File: src/rtl/uart_rx_if.sv
// rtl/uart_rx_if.sv - received-byte handshake bundle for uart_rx
interface uart_rx_if;
   logic [7:0] data_out;
   logic       data_valid;
   logic       data_ready;

   modport master (
      output data_out,
      output data_valid,
      input  data_ready
   );

   modport slave (
      input  data_out,
      input  data_valid,
      output data_ready
   );
endinterface

File: src/rtl/uart_rx.sv
// rtl/uart_rx.sv - 8N1 UART receiver with mid-bit sampling, framing/overrun flags
module uart_rx #(
   parameter int SYNC_STAGES = 2
) (
   input  logic              clk,
   input  logic              reset,
   input  logic              rx,
   input  logic [13:0]       baud_tick_max,
   uart_rx_if.master         rx_bus,
   output logic              busy,
   output logic              framing_error,
   output logic              overrun
);

   typedef enum logic [2:0] {
      IDLE,
      START,
      DATA,
      STOP,
      BREAK
   } state_t;

   state_t                 state_q, state_d;
   logic [SYNC_STAGES-1:0] sync_q;
   logic                   rx_s;
   logic [13:0]            n_q, n_d;
   logic [13:0]            cnt_q, cnt_d;
   logic [2:0]             bit_idx_q, bit_idx_d;
   logic [7:0]             shift_q, shift_d;
   logic [13:0]            half_m1;
   logic [13:0]            full_m1;
   logic                   byte_done;
   logic                   frame_err;

   // Idle-high line, so the synchronizer resets to 1 to avoid a false start.
   always_ff @(posedge clk or negedge reset) begin
      if (!reset) begin
         sync_q <= '1;
      end else begin
         sync_q <= {sync_q[SYNC_STAGES-2:0], rx};
      end
   end

   assign rx_s    = sync_q[SYNC_STAGES-1];
   assign half_m1 = (n_q >> 1) - 14'd1;
   assign full_m1 = n_q - 14'd1;
   assign busy    = (state_q != IDLE);

   always_ff @(posedge clk or negedge reset) begin
      if (!reset) begin
         state_q   <= IDLE;
         n_q       <= '0;
         cnt_q     <= '0;
         bit_idx_q <= '0;
         shift_q   <= '0;
      end else begin
         state_q   <= state_d;
         n_q       <= n_d;
         cnt_q     <= cnt_d;
         bit_idx_q <= bit_idx_d;
         shift_q   <= shift_d;
      end
   end

   always_comb begin
      state_d   = state_q;
      n_d       = n_q;
      cnt_d     = cnt_q;
      bit_idx_d = bit_idx_q;
      shift_d   = shift_q;
      byte_done = 1'b0;
      frame_err = 1'b0;
      case (state_q)
         IDLE: begin
            if (!rx_s) begin
               state_d = START;
               cnt_d   = '0;
               // Bit period is frozen for the whole frame; tiny values clamp to 4.
               n_d     = (baud_tick_max < 14'd4) ? 14'd4 : baud_tick_max;
            end
         end
         START: begin
            if (cnt_q == half_m1) begin
               cnt_d = '0;
               if (!rx_s) begin
                  state_d   = DATA;
                  bit_idx_d = '0;
               end else begin
                  state_d = IDLE;
               end
            end else begin
               cnt_d = cnt_q + 14'd1;
            end
         end
         DATA: begin
            if (cnt_q == full_m1) begin
               shift_d[bit_idx_q] = rx_s;
               cnt_d              = '0;
               bit_idx_d          = bit_idx_q + 3'd1;
               if (bit_idx_q == 3'd7) begin
                  state_d = STOP;
               end
            end else begin
               cnt_d = cnt_q + 14'd1;
            end
         end
         STOP: begin
            if (cnt_q == full_m1) begin
               cnt_d = '0;
               if (rx_s) begin
                  state_d   = IDLE;
                  byte_done = 1'b1;
               end else begin
                  state_d   = BREAK;
                  frame_err = 1'b1;
               end
            end else begin
               cnt_d = cnt_q + 14'd1;
            end
         end
         BREAK: begin
            // A held-low line must return high before another start is accepted.
            if (rx_s) begin
               state_d = IDLE;
            end
         end
         default: begin
            state_d = IDLE;
         end
      endcase
   end

   always_ff @(posedge clk or negedge reset) begin
      if (!reset) begin
         rx_bus.data_out   <= '0;
         rx_bus.data_valid <= 1'b0;
         framing_error     <= 1'b0;
         overrun           <= 1'b0;
      end else begin
         framing_error <= frame_err;
         overrun       <= 1'b0;
         if (byte_done) begin
            if (!rx_bus.data_valid || rx_bus.data_ready) begin
               rx_bus.data_out   <= shift_q;
               rx_bus.data_valid <= 1'b1;
            end else begin
               overrun <= 1'b1;
            end
         end else if (rx_bus.data_valid && rx_bus.data_ready) begin
            rx_bus.data_valid <= 1'b0;
         end
      end
   end

endmodule
File: src/flat_wrapper.sv
// flat-port wrapper written by rule: the top's interface ports become plain ports
module uart_rx_flat 
#(
   parameter int SYNC_STAGES = 2
)
  (clk, reset, rx, baud_tick_max, busy, framing_error, overrun, rx_bus_data_out, rx_bus_data_valid, rx_bus_data_ready);
  uart_rx_if rx_bus_i ();
  input  logic clk;
  input  logic reset;
  input  logic rx;
  input  logic [13:0] baud_tick_max;
  output logic busy;
  output logic framing_error;
  output logic overrun;
  output wire logic [$bits(rx_bus_i.data_out)-1:0] rx_bus_data_out;
  output wire logic [$bits(rx_bus_i.data_valid)-1:0] rx_bus_data_valid;
  input wire logic [$bits(rx_bus_i.data_ready)-1:0] rx_bus_data_ready;
  assign rx_bus_data_out = rx_bus_i.data_out;
  assign rx_bus_data_valid = rx_bus_i.data_valid;
  assign rx_bus_i.data_ready = rx_bus_data_ready;
  uart_rx #(.SYNC_STAGES(SYNC_STAGES)) u_core (.clk(clk), .reset(reset), .rx(rx), .baud_tick_max(baud_tick_max), .rx_bus(rx_bus_i), .busy(busy), .framing_error(framing_error), .overrun(overrun));
endmodule
File: config.mk
export PLATFORM = sky130hd
export DESIGN_NAME = uart_rx_flat
export DESIGN_NICKNAME = d
export VERILOG_FILES = /design/src/rtl/uart_rx_if.sv /design/src/rtl/uart_rx.sv /design/src/flat_wrapper.sv
export SDC_FILE = /design/constraint.sdc
export NUM_CORES = 1
export LEC_CHECK = 0
export CAP_MARGIN = 20
export CELL_PAD_IN_SITES_DETAIL_PLACEMENT = 0
export CELL_PAD_IN_SITES_GLOBAL_PLACEMENT = 1
export CORE_MARGIN = 1
export CORE_UTILIZATION = 45
export DETAILED_ROUTE_END_ITERATION = 8
export PLACE_DENSITY_LB_ADDON = 0.1
export SETUP_SLACK_MARGIN = 0.15
export SLEW_MARGIN = 30
export SYNTH_ARGS = -nofsm -noshare
export SYNTH_HDL_FRONTEND = slang
export SYNTH_SLANG_ARGS = --single-unit
export TNS_END_PERCENT = 10
File: constraint.sdc
create_clock -name clk -period 4.3 [get_ports clk]
set_input_delay 0.86 -clock clk [delete_from_list [all_inputs] [get_ports clk]]
set_output_delay 0.86 -clock clk [all_outputs]
set_load 0.02 [all_outputs]
## Yosys cells after proc, flatten, opt, wreduce, memory -nomap -nowiden

Cells that the tools add are included.

- Register bits: 55
- Bits of input ports: 18
- Output and inout port bits: 12
- Word-level logic and storage cells: 82

- Add/sub/neg operators: 4
- Order comparisons: 3
- Equality and inequality tests: 15
- Mux-type cells: 32
- Bitwise operators: 1
- Reduce and logical (&&, ||, !) cells: 17

Operators with widths:

| kind | count |
|---|---|
| two-way mux 14 bit | 4 |
| one-hot mux 14 bit (3 select lines) | 1 |
| two-way mux 3 bit | 10 |
| equality test 14 bit | 2 |
| one-hot mux 3 bit (5 select lines) | 1 |
| adder 14 x 1 -> 14 bit, second input constant | 1 |
| < comparator 14 x 3 -> 1 bit, second input constant | 1 |
| subtractor 13 x 1 -> 14 bit, second input constant | 1 |
| subtractor 14 x 1 -> 14 bit, second input constant | 1 |
| two-way mux 1 bit | 12 |
| != test 2 x 1 -> 1 bit, second input constant | 5 |
| AND reduction 2 bit | 5 |
| bitwise mux 8 bit | 1 |
| equality test 3 x 2 -> 1 bit, second input constant | 2 |
| equality test 3 bit, second input constant | 2 |
| != test 2 bit, second input constant | 3 |
| one-hot mux 3 bit (2 select lines) | 1 |
| AND reduction 6 bit | 1 |
| nonzero test 3 bit | 2 |
| < comparator 3 x 4 -> 1 bit, second input constant | 1 |
| AND reduction 4 bit | 1 |
| nonzero test 2 bit | 2 |
| adder 3 x 1 -> 3 bit, second input constant | 1 |
| demux 1 bit (select 3 bit) | 1 |
| 9 further kinds | 10 |

## Depth between registers and ports, before layout

- Word-level depth: 6
- Gate-level depth with buffers: 11

## Least setup slack after synthesis

Ideal clock, no wire load.

- Path type: reg-to-reg
- Start point: register u_core.n_q[2]
- End point: register u_core.shift_q[0]
- Library setup time: 125 ps
- Data arrival time: 2956 ps
- Path slack: 1219 ps
- Cell stages (with the launch flop): 11
- Clock period less this slack: 3081 ps
- Path through: dfrtp_1 > inv_1 > ha_1 > or3b_1 > o21ai_1 > nor4b_1 > nor3_1 > or4_4 > clkbuf_1 > nor4b_1 > mux2_2

- Word-level cells in the longest chain between the ends: 3

Ends and longest elaborated chain:

| item | RTL line | text |
|---|---|---|
| start: declaration | uart_rx.sv:26 | `logic [13:0] n_q, n_d;` |
| start signal: assignment | uart_rx.sv:58 | `n_q <= n_d;` |
| subtractor 14 x 1 -> 14 bit | uart_rx.sv:46 | `assign full_m1 = n_q - 14'd1;` |
| equality test 14 bit | uart_rx.sv:96 | `if (cnt_q == full_m1) begin` |
| AND reduction 2 bit (no source line) | n/a |  |
| end signal: assignment | uart_rx.sv:61 | `shift_q <= shift_d;` |
| end: declaration | uart_rx.sv:29 | `logic [7:0] shift_q, shift_d;` |

Every way passes these cells.
A chain may end at the register's enable or synchronous reset.

## Worst setup path after layout

- Start point: register u_core.n_q[2]
- End point: register u_core.rx_bus.data_out[0]

- Word-level cells in the longest chain between the ends: 5

Ends and longest elaborated chain:

| item | RTL line | text |
|---|---|---|
| subtractor 14 x 1 -> 14 bit | uart_rx.sv:46 |  |
| equality test 14 bit | uart_rx.sv:108 | `if (cnt_q == full_m1) begin` |
| two-way mux 1 bit | uart_rx.sv:108 |  |
| two-way mux 1 bit | uart_rx.sv:73 | `case (state_q)` |
| AND reduction 2 bit (no source line) | n/a |  |
| end signal: assignment | uart_rx.sv:144 | `rx_bus.data_out <= shift_q;` |
| end: declaration | uart_rx_if.sv:8 | `output data_out,` |

Every way passes these cells.

==> impl_results.md <==
- Status: complete, no violations
- Top cells by count, synth: nand2_1, dfrtp_1, nor2_1
- Worst hold margin: 0.366 ns
- Clk buf depth: 2
- DP Wirelength: 7.04 mm
- WP data arrival: just under 4 ns
- Peak VDD IR: 340 uV
- Setup CP Type: flop to flop
- Row Count: 33
- Unique masters post-synth: 65
- DR WL/cell: 17.8 um
- Syn-to-layout area delta: 10.3%
- I/O Pins: 30
- Starting Density: 46.2%
- Worst skew pair latency: approximately 0.32 ns
- Core area: 8180 um2
- Clk slew on worst S/H paths: 0.12 ns
- Clk_skew: 0.0136 ns
- Leakage: about 0.0017 uW
- # fillers: just under 800
- Syn_nets: 452
- GRT Residual Overflow: 0
- Yosys warns: 0
- Synthesized instance count: 429
- Area contributors post-synth: dfrtp_1, nand2_1, xnor2_1
- Seq. cell area: approximately 1400 um2
- Startpoint Class: flop
- Non-Filler Instances: between 500 and 600
- Avg Cell Area, Syn: 8.81 um2
- Worst Hold Class: flop to flop
- Post-CTS setup buffer count: 0
- Drt first pass iters: 5
- Slowest CP cell: or4_4
- Initial DRC Count: 214
- # DRC: 0
- Total Power: 2160 uW
- Multi-input gate area: 2200 um2
- # nets final: 457
- Power density over the cells: 519 nW/um2
- Routed Wire Length: about 9.6 mm
- Post-synth EDFFs: 0
- Max Cap Viol: 0
- Setup violations, final: 0
- Setup TNS: 0 ns
- Layout cells sized above 1: 10.8%
- Prevailing post-synth register cell: dfrtp_1
- Asr flop ratio synth: 100%
- RSZ-0062 raised after global routing: false
- Minimum clock period: 3.71 ns
- CTS tree: done
- Hold Vio Cnt, Final: 0
- Antenna violations before repair: 0
- FMAX: 270 MHz
- Vias in the first global route: 3136
- Final Cell Area: 4170 um2
- First-pass GRT wire length: 16.0 mm
- Max-slew headroom: 45.5%
- Via density: 5.95
- Worst path bufs/invs: 1
- Synth area leader: dfrtp_1
- Worst-margin pin slew: 0.817 ns
- Die X: 93.6 um
- # clock sinks: 55
- Setup crit end kind: flop
- Sequential element share of the synthesized area: approximately 36%
- Largest net degree at the start of global routing: 36
- Port buffer count: 29
- Final GP Congestion: 0.830
- DP Area: ~4100 um2
- #FFs+latches synth: 55
- Critical path, cell by cell: inv_1 -> ha_1 -> or3b_1 -> o21ai_1 -> nor4b_1 -> nor3_1 -> or4_4 -> or3_1 -> mux2_4
- Htree depth: 2
- Final Max Tran Viols: 0
- CTS buffer count: 5
- Worst stage delay on the critical path: 0.68 ns
- Most frequent cell after synthesis: nand2_1
- DR vias: 3213
- Post-CTS resize count: 0
- Area share of the largest cell type after synthesis: 35.1%
- Data required, critical path: 4.53 ns
- Crit path max-delay family: simple AND/OR/NAND/NOR gates
- Ant. Diodes: 0
- Post-Place Cells: 532
- Die Ht: approximately 94 um
- Final worst path period share: 86.2%
- CP max FO: 22
- Post-DRT Antenna Nets: 0
- Die Area: about 9000 um2
- Post-Syn Area: 3780 um2
- Clk root buf: clkbuf_8
- Hold_buf cts: 0
- GR Util All Layers: 23.5%
==> sequential cells by signal, indices dropped and copies added, names as in the netlist, 2 cells and up <==
name                    flops
u_core.bit_idx_q            3
u_core.cnt_q               14
u_core.n_q                 14
u_core.rx_bus.data_out      8
u_core.shift_q              8
u_core.state_q              3
u_core.sync_q               2
==> cells by family (layout without fill, tap and decap cells) <==
kind of cell | Yosys count | count (layout) | share of synthesized area (%)
xor gates and xnor gates | 30 | 30 | 6.95
DFF | 55 | 55 | 36.5
and+or+nand+nor | 184 | 184 | 25.7
adders and majority gates | 5 | 5 | 1.66
AOI/OAI and AO/OA | 86 | 86 | 16.9
muxes | 21 | 21 | 6.92
buffers and inverters | 48 | 54 | 5.40
==> metal layers <==
| metal | track usage [%] | share of wire (%) | up-vias | wire [um] |
|---|---|---|---|---|
| met5 | 0 | 0 | - | 0 |
| met4 | 7.56 | 1.5 | 0 | 145 |
| met3 | 3.25 | 3.0 | 14 | 290 |
| met2 | 36.6 | 46 | 64 | 4460 |
| met1 | 33.7 | 49 | 1564 | 4720 |
| li1 | - | - | 1571 | - |
==> layout by cell type, fill, tap and decap left out, types with 3 or more instances in the layout <==
master,n
nand2_1,64
dfrtp_1,53
clkdlybuf4s50_1,28
nor2_1,27
xnor2_1,19
o21ai_0,15
inv_1,14
nand3_1,13
nor4_1,12
a31oi_1,12
xor2_1,11
or3_1,9
mux2_2,9
nor3_1,8
mux2_4,8
a221oi_1,8
or2_2,7
o31ai_1,7
or4_1,6
a21oi_1,6
nand4_1,5
and2_1,5
ha_1,5
clkbuf_8,5
mux2i_1,4
nor3b_1,4
nand2b_1,4
o211ai_1,4
o21ai_1,3
a211oi_1,3
nor4b_1,3
and4_1,3
o221ai_1,3
o31a_1,3
buf_4,3
==> worst register-to-register path: stages, from the launching register on <==
cell	delay [ns]
dfrtp_1	0.46
inv_1	0.11
ha_1	0.31
or3b_1	0.42
o21ai_1	0.17
nor4b_1	0.29
nor3_1	0.15
or4_4	0.68
or3_1	0.64
mux2_4	0.38
==> where the power goes <==
group | switching [uW] | internal [uW]
Sequential | 248 | 602
Combinational | 569 | 420
Clock | 200 | 125
==> per-stage QoR <==
stage | util [%] | worst slack (ns)
2_1_floorplan | - | 1.22
3_3_place_gp | 49.7 | 0.720
3_5_place_dp | 49.7 | 0.665
4_1_cts | 51.0 | 0.634
5_1_grt | 51.0 | 0.416
6_report | 51.0 | 0.593
==> final cells by class <==
type                       instances  area share (%)
clock buffer                       5            1.65
clock inverter                     3           0.751
inverter                          14            1.26
multi-input combinational        326            52.7
sequential                        55            33.1
tap                              105            3.15
timing repair buffer              32            7.39
==> final timing paths <==
path	startpoint	endpoint	slack [ns]	cells past startpoint
setup reg to reg	u_core.n_q[2]	u_core.rx_bus.data_out[0]	0.59	9
setup / recovery	u_core.n_q[2]	u_core.rx_bus.data_out[0]	0.59	9
hold reg to reg	u_core.sync_q[0]	u_core.sync_q[1]	0.37	0
hold / removal	u_core.sync_q[0]	u_core.sync_q[1]	0.37	0
max in group asynchronous	reset	u_core.sync_q[0]	2.85	2
min in group asynchronous	reset	u_core.bit_idx_q[2]	0.61	1
Power figures use the tool's default switching activity.
